File: src/rtl/bnn_weight_streamer.sv
// Serialises one 8-bit weight word per neuron into two load_en-qualified nibbles
// (low then high) for the BNN weight-load port, counting neurons up to NUM_NEURONS-1.
module bnn_weight_streamer #(
    parameter int NUM_NEURONS = 20,
    parameter int IDX_W       = 5
) (
    input  logic             clk,
    input  logic             rst_n,
    input  logic             ena,
    input  logic             start,
    input  logic             abort,
    input  logic             s_valid,
    input  logic [7:0]       s_data,
    output logic             s_ready,
    output logic             load_en,
    output logic [3:0]       load_nib,
    output logic [IDX_W-1:0] neuron_idx,
    output logic             busy,
    output logic             done
);

    typedef enum logic [2:0] {
        ST_IDLE,
        ST_WAIT,
        ST_LO,
        ST_HI,
        ST_FIN
    } state_t;

    localparam logic [IDX_W-1:0] LAST_IDX = IDX_W'(NUM_NEURONS - 1);

    state_t           state_q, state_d;
    logic [IDX_W-1:0] idx_d;
    logic [3:0]       word_hi_q, word_hi_d;
    logic             load_en_d;
    logic [3:0]       load_nib_d;
    logic             done_d;
    logic             is_last;

    assign is_last = (neuron_idx == LAST_IDX);
    assign busy    = (state_q != ST_IDLE);

    // Only the high nibble needs to be held; the low nibble goes straight to load_nib on accept.
    always_comb begin
        state_d    = state_q;
        idx_d      = neuron_idx;
        word_hi_d  = word_hi_q;
        load_en_d  = 1'b0;
        load_nib_d = load_nib;
        done_d     = 1'b0;
        s_ready    = 1'b0;
        case (state_q)
            ST_IDLE: begin
                if (start) begin
                    state_d = ST_WAIT;
                    idx_d   = '0;
                end
            end
            ST_WAIT: begin
                s_ready = !abort;
                if (abort) begin
                    state_d = ST_FIN;
                    done_d  = 1'b1;
                end else if (s_valid) begin
                    word_hi_d  = s_data[7:4];
                    load_en_d  = 1'b1;
                    load_nib_d = s_data[3:0];
                    state_d    = ST_LO;
                end
            end
            ST_LO: begin
                load_en_d  = 1'b1;
                load_nib_d = word_hi_q;
                state_d    = ST_HI;
            end
            ST_HI: begin
                if (abort || is_last) begin
                    state_d = ST_FIN;
                    done_d  = 1'b1;
                end else begin
                    idx_d   = neuron_idx + IDX_W'(1);
                    s_ready = 1'b1;
                    if (s_valid) begin
                        word_hi_d  = s_data[7:4];
                        load_en_d  = 1'b1;
                        load_nib_d = s_data[3:0];
                        state_d    = ST_LO;
                    end else begin
                        state_d = ST_WAIT;
                    end
                end
            end
            ST_FIN: begin
                state_d = ST_IDLE;
            end
            default: begin
                state_d = ST_IDLE;
            end
        endcase
        if (!ena) begin
            s_ready = 1'b0;
        end
    end

    always_ff @(posedge clk) begin
        if (!rst_n) begin
            state_q    <= ST_IDLE;
            neuron_idx <= '0;
            word_hi_q  <= '0;
            load_en    <= 1'b0;
            load_nib   <= '0;
            done       <= 1'b0;
        end else if (ena) begin
            state_q    <= state_d;
            neuron_idx <= idx_d;
            word_hi_q  <= word_hi_d;
            load_en    <= load_en_d;
            load_nib   <= load_nib_d;
            done       <= done_d;
        end
    end

endmodule

File: config.mk
export PLATFORM = sky130hd
export DESIGN_NAME = bnn_weight_streamer
export DESIGN_NICKNAME = d
export VERILOG_FILES = /design/src/rtl/bnn_weight_streamer.sv
export SDC_FILE = /design/constraint.sdc
export NUM_CORES = 1
export LEC_CHECK = 0
export CAP_MARGIN = 25
export CELL_PAD_IN_SITES_DETAIL_PLACEMENT = 0
export CELL_PAD_IN_SITES_GLOBAL_PLACEMENT = 2
export CORE_MARGIN = 2
export CORE_UTILIZATION = 29
export CTS_CLUSTER_SIZE = 40
export DETAILED_ROUTE_END_ITERATION = 12
export GPL_ROUTABILITY_DRIVEN = 0
export PLACE_DENSITY = 0.84
export SETUP_SLACK_MARGIN = 0.5
export SLEW_MARGIN = 30
export SYNTH_ARGS = -nofsm -noshare
export SYNTH_HDL_FRONTEND = slang
export SYNTH_SLANG_ARGS = --single-unit
File: constraint.sdc
create_clock -name clk -period 3.3 [get_ports clk]
set_input_delay 0.66 -clock clk [delete_from_list [all_inputs] [get_ports clk]]
set_output_delay 0.66 -clock clk [all_outputs]
set_load 0.05 [all_outputs]
==> metrics.md, run 1 <==
| Metric | Value |
|---|---|
| Hold_sp | `load_nib[2]$_SDFFE_PN0P_` |
| Fin. Hold Viols | `0` |
| Final worst slack | `0.635 ns` |
| Hold Buf Count CTS | `0` |
| Die height | `between 60 and 70 um` |
| Post-synthesis xor/xnor area fraction | `0%` |
| Leakage power | `between 0.4 and 0.5 nW` |
| Core ar. | `0.00305 mm2` |
| Port Buffers | `26` |
| Nets | `around 140` |
| Multiplexer share of the synthesized area | `under 10%` |
| Initial antenna violation count | `0` |
| Syn Std Cell Area | `approximately 930 um2` |
| Origin of the worst setup path | `abort` |
| Wire length per cell | `between 10 and 15 um` |
| HP Class | `reg2reg` |
| Synthesis-to-finish area growth | `34.6%` |
| Setup violations, final | `0` |
| Dpl ws | `approximately 0.63 ns` |
| Netlist cell types | `37` |
| Routed WL | `1950 um` |
| Root buffer cell | `clkbuf_4` |
| Number of max-cap violations | `0` |
| CTS Buf Count | `3` |
| Pwr dens | `about 320 mW/mm2` |
| Worst-Margin Slew | `between 0.8 and 0.9 ns` |
| WP data arrival | `about 2.0 ns` |
| Status | `complete, no violations` |
| Clk_skew | `approximately 0.0055 ns` |
| Synth warnings | `0` |
| Setup Buffers After CTS | `0` |
| Peak supply drop | `0.143 mV` |
| Number of H-tree levels | `1` |
| Final-report max-slew violation count | `0` |
| Crit share post-route | `a little over 80%` |
| # diodes | `0` |
| Layout cells sized above 1 | `around 7.5%` |
| Fmax | `~380 MHz` |
| # IOs | `27` |
| Die width | `60.7 um` |
| Post-synthesis adder-cell area fraction | `1.34%` |
| DR pass1 iterations | `4` |
| Complex-gate fraction of the synthesized area | `23.3%` |
| Vias | `~780` |
| Top cells by area, synth | `dfxtp_1, mux2i_1, o21a_1` |
| Reg clk slew, reported paths | `around 0.090 ns` |
| Cell row count | `20` |
| Vias per inst | `about 4.7` |
| Synth area leader | `dfxtp_1` |
| Simple-gate share of the synthesized area | `about a quarter` |
| WP data required | `roughly 2.6 ns` |
| Post-synthesis average cell area | `roughly 10 um2` |
| GRT Util Overall | `between 10% and 20%` |
| Clk_lat worst skew | `0.29 ns` |
| Slew headroom | `46.3%` |
| Starting Density | `slightly above 30%` |
| Combinational family with the most area after synthesis | `simple AND/OR/NAND/NOR gates` |
| CTS resizes | `0` |
| Number of synthesized register bits | `18` |
| DR iter-0 viols | `15` |
| Syn nets | `111` |
| RSZ-0062 raised after global routing | `no` |
| First-pass GRT wire length | `about 3100 um` |
| Largest net degree at the start of global routing | `21` |
| CP Launch Type | `primary input` |
| Number of global-route vias before repair | `slightly below 700` |
| Clock Sinks | `18` |
| Synth top area share | `between 30% and 40%` |
| Leading cell type in the layout, fill and taps excluded | `clkdlybuf4s50_1` |
| Seq/Total Area, Yosys | `just under 40%` |
| GR Overflow Total | `0` |
| Worst R2R Start | `state_q[1]$_SDFFE_PN0P_` |
| CP Class | `in2out` |
| Clock Tree Buf Depth | `2` |
| Final HPWL DP | `1500 um` |
| Crit-path max FO | `4` |
| Final min period | `~2.7 ns` |
| Die area | `0.00369 mm2` |
| # DRC | `0` |
| Antenna-violating nets left | `0` |
| Post-Syn Instances | `between 90 and 100` |
| CP endpoint kind | `output pin` |
| Setup TNS | `0 ns` |
| CTS tree | `done` |
| Most frequent cells in the layout | `clkdlybuf4s50_1, dfxtp_1, mux2i_1, nor2b_1, o21a_1` |
layer usage:
layer / vias up / track usage, % / share of wire, %
li1: 407 / - / -
met1: 354 / 15.7 / 49
met2: 15 / 16.9 / 46
met3: 2 / 2.56 / 4.3
met4: 0 / 5.59 / 1.4
met5: - / 0 / 0
cell families after synthesis:
logic type,count (synthesis)
AOI/OAI and AO/OA,29
and+or+nand+nor,33
buffers and inverters,7
adders and majority gates,1
muxes,8
DFF,18
cell usage after synthesis:
master / instances
dfxtp_1: 18
mux2i_1: 8
nor2b_1: 7
o21a_1: 6
nand2_1: 4
o211a_1: 4
o21ai_1: 4
clkbuf_1: 3
nor2_1: 3
or3_1: 3
a21boi_1: 2
a21oi_1: 2
inv_1: 2
nand3_1: 2
nand4_1: 2
nor4b_1: 2
o21ai_0: 2
o22ai_1: 2
o31ai_1: 2
a211oi_1: 1
a211oi_4: 1
a21boi_0: 1
a31oi_1: 1
and2_1: 1
and4bb_1: 1
and4bb_2: 1
buf_4: 1
buf_6: 1
ha_1: 1
nand2b_1: 1
nand3b_1: 1
nand4bb_1: 1
nor3b_1: 1
nor4b_2: 1
o41ai_1: 1
or2_1: 1
or3b_4: 1
worst max-delay path, cell delays in order:
cell	delay (ns)
clkdlybuf4s50_1	0.46
or3b_4	0.43
a211oi_2	0.28
buf_12	0.17
worst paths after layout:
kind | slack [ns] | cells past startpoint | endpoint
setup reg to reg | 1.28 | 4 | load_nib[2]$_SDFFE_PN0P_
hold reg to reg | 0.51 | 1 | load_nib[2]$_SDFFE_PN0P_
setup / recovery | 0.63 | 4 | s_ready
hold / removal | 0.51 | 1 | load_nib[2]$_SDFFE_PN0P_
sequential cells by signal, summed over array words and instances (netlist names):
register,cells
word_hi_q,4
neuron_idx,5
load_nib,4
state_q,3
done,1
load_en,1
stage by stage:
step                      power [mW]  cell area [um2]  hold slack (ns)  cells  utilization (%)
after floorplan                0.275              938            0.482     96                -
after global placement         0.305             1230            0.484    161             40.4
after detailed placement       0.305             1230            0.491    161             40.4
after CTS                      0.413             1260            0.515    164             41.1
after global routing           0.427             1260            0.544    164             41.1
final                          0.405             1260            0.505    164             41.1
layout make-up:
type | count | area (um2)
fillers | 328 | 1800
multi-input cells | 71 | 541
flip-flops and latches | 18 | 360
repair buffers | 26 | 270
well taps | 44 | 55.1
clock buffers | 3 | 22.5
inverters | 2 | 7.51
power breakdown:
| group | leakage, nW | switching [mW] | internal [mW] |
|---|---|---|---|
| clock | 0.0138 | 0.0632 | 0.0424 |
| combinational | 0.294 | 0.0378 | 0.0354 |
| sequential | 0.145 | 0.00492 | 0.222 |
| total | 0.454 | 0.106 | 0.299 |
Power figures use the tool's default switching activity.
==> run 2, diff against run 1 <==
--- a/config.mk
+++ b/config.mk
@@ -9,11 +9,11 @@
 export CELL_PAD_IN_SITES_DETAIL_PLACEMENT = 0
 export CELL_PAD_IN_SITES_GLOBAL_PLACEMENT = 2
 export CORE_MARGIN = 2
-export CORE_UTILIZATION = 29
+export CORE_UTILIZATION = 27
 export CTS_CLUSTER_SIZE = 40
 export DETAILED_ROUTE_END_ITERATION = 12
 export GPL_ROUTABILITY_DRIVEN = 0
-export PLACE_DENSITY = 0.84
+export PLACE_DENSITY = 0.79
 export SETUP_SLACK_MARGIN = 0.5
 export SLEW_MARGIN = 30
 export SYNTH_ARGS = -nofsm -noshare
==> constraint.sdc (replaced) <==
create_clock -name clk -period 2.59 [get_ports clk]
set_input_delay 0.518 -clock clk [delete_from_list [all_inputs] [get_ports clk]]
set_output_delay 0.518 -clock clk [all_outputs]
set_load 0.05 [all_outputs]
==> metrics.md, run 2 (same netlist as run 1, synthesis figures left out) <==
| Metric | Value |
|---|---|
| Die height | `62.8 um (+3.4%)` |
| Routed WL | `2170 um (+11%)` |
| Vias | `819 (+5.3%)` |
| Reg area | `367 um2 (+1.7%)` |
| Largest net degree at the start of global routing | `16 (-24%)` |
| # diodes | `0 (unchanged)` |
| Most frequent cells in the layout | `clkdlybuf4s50_1, dfxtp_1, mux2i_1, buf_4, nor2b_1` |
| Hold path depth | `1 (unchanged)` |
| Sw Pwr | `0.146 mW (+38%)` |
| First-pass GRT wire length | `3840 um (+23%)` |
| Vias per inst | `4.68 (-1.3%)` |
| Comb pwr share | `17.4% (-0.7 points)` |
| Worst-Margin Slew | `0.505 ns (-0.299 ns)` |
| Slew headroom | `66.2% (+20 points)` |
| Sw Share | `26.0% (-0.11 points)` |
| Number of H-tree levels | `1 (unchanged)` |
| CP Class | `in2out` |
| Clock Sinks | `18 (unchanged)` |
| Core ar. | `0.00334 mm2 (+9.3%)` |
| Reg clk slew, reported paths | `0.10 ns (about the same)` |
| WP data arrival | `1.54 ns (-0.47 ns)` |
| CP endpoint kind | `output pin` |
| Die width | `62.8 um (+3.4%)` |
| Register name with the most flops | `neuron_idx` |
| Wire length per cell | `12.4 um (+4.2%)` |
| R2r worst-path depth | `8 (+4)` |
| CP Launch Type | `primary input` |
| Number of max-cap violations | `0 (unchanged)` |
| # fillers | `348 (+6.1%)` |
| Design area | `0.00136 mm2 (+8.5%)` |
| Clk_lat worst skew | `0.29 ns (about the same)` |
| Crit share post-route | `between 70% and 80%` |
| Port Buffers | `26 (unchanged)` |
| WP data required | `2.07 ns (-0.57 ns)` |
| Pwr dens | `411 mW/mm2 (+28%)` |
| Cell row count | `21 (+5.0%)` |
| Starting Density | `28.0% (-2.6 points)` |
| DR pass1 iterations | `3 (-1)` |
| Setup TNS | `0 ns (unchanged)` |
| Crit-path max FO | `4 (unchanged)` |
| # IOs | `27 (unchanged)` |
| Area after DPL | `0.00128 mm2 (+3.4%)` |
| RSZ-0062 raised after global routing | `yes` |
| Setup violations, final | `0 (unchanged)` |
| Fin. Hold Viols | `0 (unchanged)` |
| Initial antenna violation count | `0 (unchanged)` |
| CTS Buf Count | `3 (unchanged)` |
| Area of the multi-input gates | `561 um2 (+3.7%)` |
| Layout cells sized above 1 | `17.8% (+10 points)` |
| Number of global-route vias before repair | `807 (+19%)` |
| Clock power share | `31.2% (+5.1 points)` |
| # DRC | `0 (unchanged)` |
| Leading cell type in the layout, fill and taps excluded | `clkdlybuf4s50_1` |
| Final HPWL DP | `1630 um (+8.6%)` |
| Hold Buf Count CTS | `0 (unchanged)` |
| Synthesis-to-finish area growth | `46.0%` |
| Clock Tree Buf Depth | `2 (unchanged)` |
| Root buffer cell | `clkbuf_4` |
| Fmax | `between 400 and 500 MHz` |
| Final-report max-slew violation count | `0 (unchanged)` |
| HP Class | `reg2reg` |
| CTS tree | `done` |
| Peak supply drop | `0.130 mV (-9.1%)` |
| GR Overflow Total | `0 (unchanged)` |
| Status | `complete, no violations` |
| P_int | `0.415 mW (+39%)` |
| Final min period | `2.06 ns` |
| Antenna-violating nets left | `0 (unchanged)` |
| Leakage power | `0.546 nW (+20%)` |
| GRT Util Overall | `12.3% (+0.86 points)` |
| Nets | `145 (+5.8%)` |
| DR iter-0 viols | `39 (+24)` |
| Sequential fraction of design power | `51.4% (-4.5 points)` |
| Die area | `0.00394 mm2 (+6.9%)` |
| Largest registers in the final layout | `neuron_idx x5, load_nib x4, word_hi_q x4` |
| Clk_skew | `0.00672 ns (+0.00118 ns)` |
| Max reg flops | `5 (unchanged)` |
## run 2: worst paths after layout
kind,start,end,slack [ns]
worst max-delay path,abort,s_ready,0.53
worst min-delay path,load_nib[3]$_SDFFE_PN0P_,load_nib[3]$_SDFFE_PN0P_,0.51
worst max register to register,neuron_idx[0]$_SDFFE_PN0P_,word_hi_q[3]$_SDFFE_PN0P_,0.64
worst min register to register,load_nib[3]$_SDFFE_PN0P_,load_nib[3]$_SDFFE_PN0P_,0.51
## run 2: stage by stage
stage | util, % | setup slack, ns | cells | hold WS (ns) | total power [mW]
6_report | 40.8 | 0.527 | 175 | 0.511 | 0.561
5_1_grt | 40.8 | 0.480 | 175 | 0.538 | 0.592
4_1_cts | 39.9 | 0.522 | 173 | 0.507 | 0.575
3_5_place_dp | 38.2 | 0.234 | 167 | 0.489 | 0.394
3_3_place_gp | 38.2 | 0.253 | 167 | 0.481 | 0.393
2_1_floorplan | - | 0.513 | 96 | 0.482 | 0.351
## run 2: critical path, stage by stage
cell and delay, ns:
clkdlybuf4s15_1 0.22, or3b_4 0.44, a211oi_4 0.20, buf_12 0.17
## run 2: power by group through the flow
stage / combinational (mW) / clock (mW) / sequential [mW]
detailed placement: 0.0985 / 0 / 0.296
global placement: 0.0978 / 0 / 0.295
floorplan: 0.0486 / 0 / 0.303
global route: 0.106 / 0.196 / 0.290
CTS: 0.0986 / 0.187 / 0.289
finish: 0.0976 / 0.175 / 0.288
## run 2: routing by layer
metal / global-route usage [%] / up-vias / wire, um
met5: 0 / - / 0
met4: 5.83 / 0 / 29
met3: 2.70 / 2 / 86
met2: 20.3 / 16 / 1070
met1: 15.1 / 378 / 984
li1: - / 423 / -
## run 2: repair_timing
item,4_1_cts,5_1_grt
resized for setup,9,4
setup endpoints to repair,3,3
gates cloned,0,0
buffers inserted,2,2
pin swaps,3,2
## run 2: final cells by class
type	instances	area share (%)
sequential	18	26.9
clock buffer	4	2.66
timing repair buffer	34	24.5
inverter	2	0.551
tap	46	4.22
multi-input combinational	71	41.1
==> run 3, diff against run 2 <==
--- a/config.mk
+++ b/config.mk
@@ -9,11 +9,11 @@
 export CELL_PAD_IN_SITES_DETAIL_PLACEMENT = 0
 export CELL_PAD_IN_SITES_GLOBAL_PLACEMENT = 2
 export CORE_MARGIN = 2
-export CORE_UTILIZATION = 27
+export CORE_UTILIZATION = 25
 export CTS_CLUSTER_SIZE = 40
 export DETAILED_ROUTE_END_ITERATION = 12
 export GPL_ROUTABILITY_DRIVEN = 0
-export PLACE_DENSITY = 0.79
+export PLACE_DENSITY = 0.77
 export SETUP_SLACK_MARGIN = 0.5
 export SLEW_MARGIN = 30
 export SYNTH_ARGS = -nofsm -noshare
==> constraint.sdc (replaced) <==
create_clock -name clk -period 1.7 [get_ports clk]
set_input_delay 0.34 -clock clk [delete_from_list [all_inputs] [get_ports clk]]
set_output_delay 0.34 -clock clk [all_outputs]
set_load 0.05 [all_outputs]
==> metrics.md, run 3 (same netlist as run 1, synthesis figures left out) <==
| Metric | Value |
|---|---|
| Status | `finished, violations left` |
| Failing checks | `setup timing` |
| WP data arrival | `1.40 ns (-0.14 ns)` |
| Reg area | `379 um2 (+3.4%)` |
| Largest registers in the final layout | `neuron_idx x5, load_nib x4, word_hi_q x4` |
| Reg clk slew, reported paths | `0.08 ns (-0.02 ns)` |
| Hold_sp | `load_nib[3]$_SDFFE_PN0P_` |
| GRT Util Overall | `13.1% (+0.85 points)` |
| CP endpoint kind | `output pin` |
| WHS Endpoint | `load_nib[3]$_SDFFE_PN0P_` |
| Final HPWL DP | `1930 um (+18%)` |
| Leading cell type in the layout, fill and taps excluded | `buf_4` |
| Root buffer cell | `clkbuf_8` |
| Hold path depth | `1 (unchanged)` |
| Clk_lat worst skew | `0.26 ns (-0.03 ns)` |
| R2r setup slk | `-0.01 ns (-0.65 ns)` |
| Initial antenna violation count | `0 (unchanged)` |
| Slew headroom | `76.9% (+11 points)` |
| Core ar. | `0.00363 mm2 (+8.9%)` |
| Starting Density | `25.7% (-2.3 points)` |
| Port Buffers | `26 (unchanged)` |
| Routed WL | `2840 um (+31%)` |
| Hold Buf Count CTS | `0 (unchanged)` |
| Antenna-violating nets left | `0 (unchanged)` |
| Largest net degree at the start of global routing | `15 (-1)` |
| Cell row count | `22 (+4.8%)` |
| Die width | `65.1 um (+3.7%)` |
| Final min period | `approximately 1.7 ns` |
| Number of H-tree levels | `1 (unchanged)` |
| # IOs | `27 (unchanged)` |
| Vias | `950 (+16%)` |
| First-pass GRT wire length | `4270 um (+11%)` |
| Layout cells sized above 1 | `49.7% (+32 points)` |
| Clock Sinks | `18 (unchanged)` |
| Synthesis-to-finish area growth | `87.7%` |
| Vias per inst | `4.73 (+0.99%)` |
| Wire length per cell | `14.1 um (+14%)` |
| Pwr dens | `586 mW/mm2 (+42%)` |
| RR Endpoint | `load_nib[0]$_SDFFE_PN0P_` |
| Setup violations, final | `6 (+6)` |
| GR Overflow Total | `0 (unchanged)` |
| Peak supply drop | `0.281 mV (+120%)` |
| Origin of the worst setup path | `neuron_idx[0]$_SDFFE_PN0P_` |
| Crit share post-route | `103%` |
| DR pass1 iterations | `4 (+1)` |
| Placed cells | `185 (+11%)` |
| CP Launch Type | `flop` |
| Die height | `65.1 um (+3.7%)` |
| Clk_skew | `0.00773 ns (+0.00102 ns)` |
| Most frequent cells in the layout | `buf_4, buf_6, dfxtp_1, clkdlybuf4s50_1, mux2i_1` |
| Fmax | `around 570 MHz` |
| Number of global-route vias before repair | `943 (+17%)` |
| Worst-Margin Slew | `0.343 ns (-0.162 ns)` |
| Number of max-cap violations | `0 (unchanged)` |
| Area of the multi-input gates | `696 um2 (+24%)` |
| Crit-path max FO | `2 (-2)` |
| Fin. Hold Viols | `0 (unchanged)` |
| Leakage power | `0.700 nW (+28%)` |
| Final worst slack | `-0.0443 ns (-0.571 ns)` |
| Final-report max-slew violation count | `0 (unchanged)` |
| CP Class | `reg2out` |
| # DRC | `0 (unchanged)` |
| DR iter-0 viols | `31 (-21%)` |
| WP data required | `1.36 ns (-0.71 ns)` |
| CTS tree | `done` |
| R2r worst-path depth | `7 (-1)` |
| Post-layout util | `48.2% (+7.4 points)` |
| Design area | `0.00175 mm2 (+29%)` |
| # fillers | `350 (+0.57%)` |
| Worst R2R Start | `neuron_idx[0]$_SDFFE_PN0P_` |
| Register name with the most flops | `neuron_idx` |
| Nets | `169 (+17%)` |
| Dpl ws | `-0.344 ns (-0.577 ns)` |
| CTS Buf Count | `3 (unchanged)` |
| Die area | `0.00424 mm2 (+7.5%)` |
| Clock Tree Buf Depth | `2 (unchanged)` |
| Final std cells w/o fill | `201 (+15%)` |
| Max reg flops | `5 (unchanged)` |
| RSZ-0062 raised after global routing | `yes` |
| Area after DPL | `0.00145 mm2 (+14%)` |
| # diodes | `0 (unchanged)` |
| HP Class | `reg2reg` |
==> run 3: through the flow <==
stage                     total power [mW]  hold slack [ns]  setup TNS [ns]
final                                 1.03            0.501         -0.0616
after global routing                  1.06            0.531          -0.558
after CTS                             1.01            0.504         -0.0509
after detailed placement             0.630            0.488           -4.10
after global placement               0.628            0.488           -3.41
after floorplan                      0.532            0.482        -0.00510
==> run 3: what timing repair did <==
| item | CTS | global route |
|---|---|---|
| resized for setup | 27 | 11 |
| endpoints found under the setup margin | 22 | 22 |
| buffers inserted | 7 | 5 |
| pin swaps | 13 | 5 |
==> run 3: layout make-up <==
cell class / instances / area share [%]
Clock buffer: 4 / 3.14
Multi-Input combinational cell: 71 / 39.7
Inverter: 2 / 0.429
Sequential cell: 18 / 21.6
Tap cell: 48 / 3.43
Timing Repair Buffer: 58 / 31.6
==> run 3: metal layers <==
layer  vias to the layer above  global-route usage, %  wire length, um
met1                       452                   15.6             1210
met3                         5                   2.57              117
met4                         0                   6.25               52
met2                        22                   22.7             1460
met5                         -                      0                0
li1                        471                      -                -
==> run 3: worst max path at each step <==
stage,endpoint
after floorplan,s_ready
after global placement,word_hi_q[0]$_SDFFE_PN0P_
after detailed placement,word_hi_q[1]$_SDFFE_PN0P_
after CTS,s_ready
after global routing,s_ready
final,s_ready
==> run 3: critical path, cell delays in order (launching register included) <==
cell and delay [ns]:
dfxtp_4 0.36, ha_4 0.16, and4bb_4 0.21, a211oi_4 0.24, buf_12 0.17
==> run 3: where the power goes <==
part	switching [mW]	internal, mW	total, mW
Clock	0.157	0.206	0.363
Combinational	0.109	0.125	0.234
Sequential	0.00517	0.424	0.429
==> patch: new RTL, settings of run 1 <==
The parameter `IDX_W` goes from 5 to 6.
--- a/src/rtl/bnn_weight_streamer.sv
+++ b/src/rtl/bnn_weight_streamer.sv
@@ -2,7 +2,7 @@
 // (low then high) for the BNN weight-load port, counting neurons up to NUM_NEURONS-1.
 module bnn_weight_streamer #(
     parameter int NUM_NEURONS = 20,
-    parameter int IDX_W       = 5
+    parameter int IDX_W       = 6
 ) (
     input  logic             clk,
     input  logic             rst_n,
Interface: changed (resized neuron_idx); port bits go from 27 to 28. The function was not compared with the original's and may differ.
==> patch against run 1 <==
Sequential share of layout area shrank 0.41 points. Cell area grew 7.1%. Die area grew 7.8%. Sequential cell count grew 1. Power grew 12%. Global-route usage grew 2.2 points. Non-clock buffer count grew 2. Cell count grew 15%. Setup slack gained 0.17 ns. Count of clock-buffer cells in the layout is the same. Wire length grew 29%. Area after synthesis grew 8.3%. Via count grew 19%. Synthesized cell count grew 19%. Critical path type unchanged. Critical endpoint unchanged. Highest routed layer unchanged.
==> patch: results (changes against run 1) <==
vdd_drop_max_v: 0.000217  # +51%
dp_cells: 184  # +14%
yosys-top-cells-count: "19 x dfxtp_1, 10 x mux2i_1, 9 x nand2_1, 9 x nor2_1, 8 x nand2b_1"
reg_top3: "neuron_idx (6), load_nib (4), word_hi_q (4)"
grt_usage_pct: 13.6  # +2.2 points
drive_above_1_share_pct: 6.34  # -1.2 points
synth_cells: 114  # +19%
cts_max_level: 1  # unchanged
synth_fp_nets: 129  # +16%
grt_pass1_wl_um: 4280  # +37%
leakagePower_nw: 0.438  # -3.5%
routed_via_density: 4.91  # +3.6%
cts_buffers: 3  # unchanged
finClkSkew_ns: 0.00397  # -0.00156 ns
place_area_um2: 1320  # +6.8%
cts.clk_slew.worst_paths_ns: 0.12  # +0.03 ns
io_buffers: 27  # +3.8%
nets: 158  # +15%
clockRootBuffer: "clkbuf_4"
clk_latency_ns: 0.30
n_antenna_cell: 0  # unchanged
yosys-top-cells-area: "dfxtp_1 38%, mux2i_1 9.9%, nand2b_1 5.0%, o211ai_1 4.5%, nor2b_1 3.7%"
grt_max_degree: 16  # -24%
yosysUniqueCellTypes: 33  # -11%
arrival_ns: 1.84  # -0.17 ns
drt_wl_total_um: 2510  # +29%
grt_pass1_vias: 888  # +31%
cp_max_fo: 8  # +4
dp_hpwl_um: 1860  # +24%
cts_resized: 0  # unchanged
finalNonFillerCells: 188  # +15%
synth-async-reset-ratio_pct: 0  # unchanged
tightest_slew_ns: 0.803  # -0.00110 ns
n_fill_cell: 363  # +11%
status: "finished clean"
ys_seq_area_share_pct: 37.6  # -0.98 points
drtIter0Drc: 44  # +29
dr.pass1.iters: 4  # unchanged
postRouteAntennaNets: 0  # unchanged
[patch: routing by layer]
metal / up-vias / part of all wire (%) / global-route usage [%]
met5: - / 0 / 0
met4: 0 / 0.76 / 2.50
met3: 2 / 4.8 / 4.50
met2: 22 / 51 / 24.1
met1: 433 / 44 / 16.0
li1: 467 / - / -
[patch: worst paths after layout]
| kind | endpoint | slack (ns) | start | depth (start not counted) |
|---|---|---|---|---|
| worst max-delay path | s_ready | 0.80 | ena | 4 |
| worst min-delay path | load_nib[1] | 0.48 | load_nib[1] | 2 |
| worst max register to register | neuron_idx[5] | 1.32 | neuron_idx[0] | 5 |
| worst min register to register | load_nib[1] | 0.48 | load_nib[1] | 2 |
[patch: logic make-up after synthesis]
logic type               share of synthesized area (%)
multiplexers                                      9.90
AND/OR/NAND/NOR                                   28.0
buffers and inverters                             4.46
flip-flops                                        37.6
adder cells (fa/ha/maj)                           1.24
AO/OA/AOI/OAI                                     18.8
[patch: layout make-up]
type,instances,share of cell area (%)
Clock buffer,3,1.67
Clock inverter,1,0.372
Inverter,5,1.40
Multi-Input combinational cell,86,43.5
Sequential cell,19,28.3
Tap cell,46,4.28
Timing Repair Buffer,28,20.5
[patch: report_power, final]
| part | switching [mW] | internal (mW) |
|---|---|---|
| Clock | 0.0775 | 0.0452 |
| Sequential | 0.00724 | 0.236 |
| Combinational | 0.0497 | 0.0405 |
| Total | 0.134 | 0.321 |
[patch: worst max-delay path, stage by stage]
cell	delay, ns
clkdlybuf4s50_1	0.63
nand3b_1	0.19
nor2b_1	0.15
buf_4	0.21
[patch: metrics by stage]
stage / util (%) / setup WS [ns]
detailed placement: 39.5 / 0.719
CTS: 40.3 / 0.800
global route: 40.3 / 0.702
global placement: 39.5 / 0.790
finish: 40.3 / 0.801
floorplan: - / 0.704
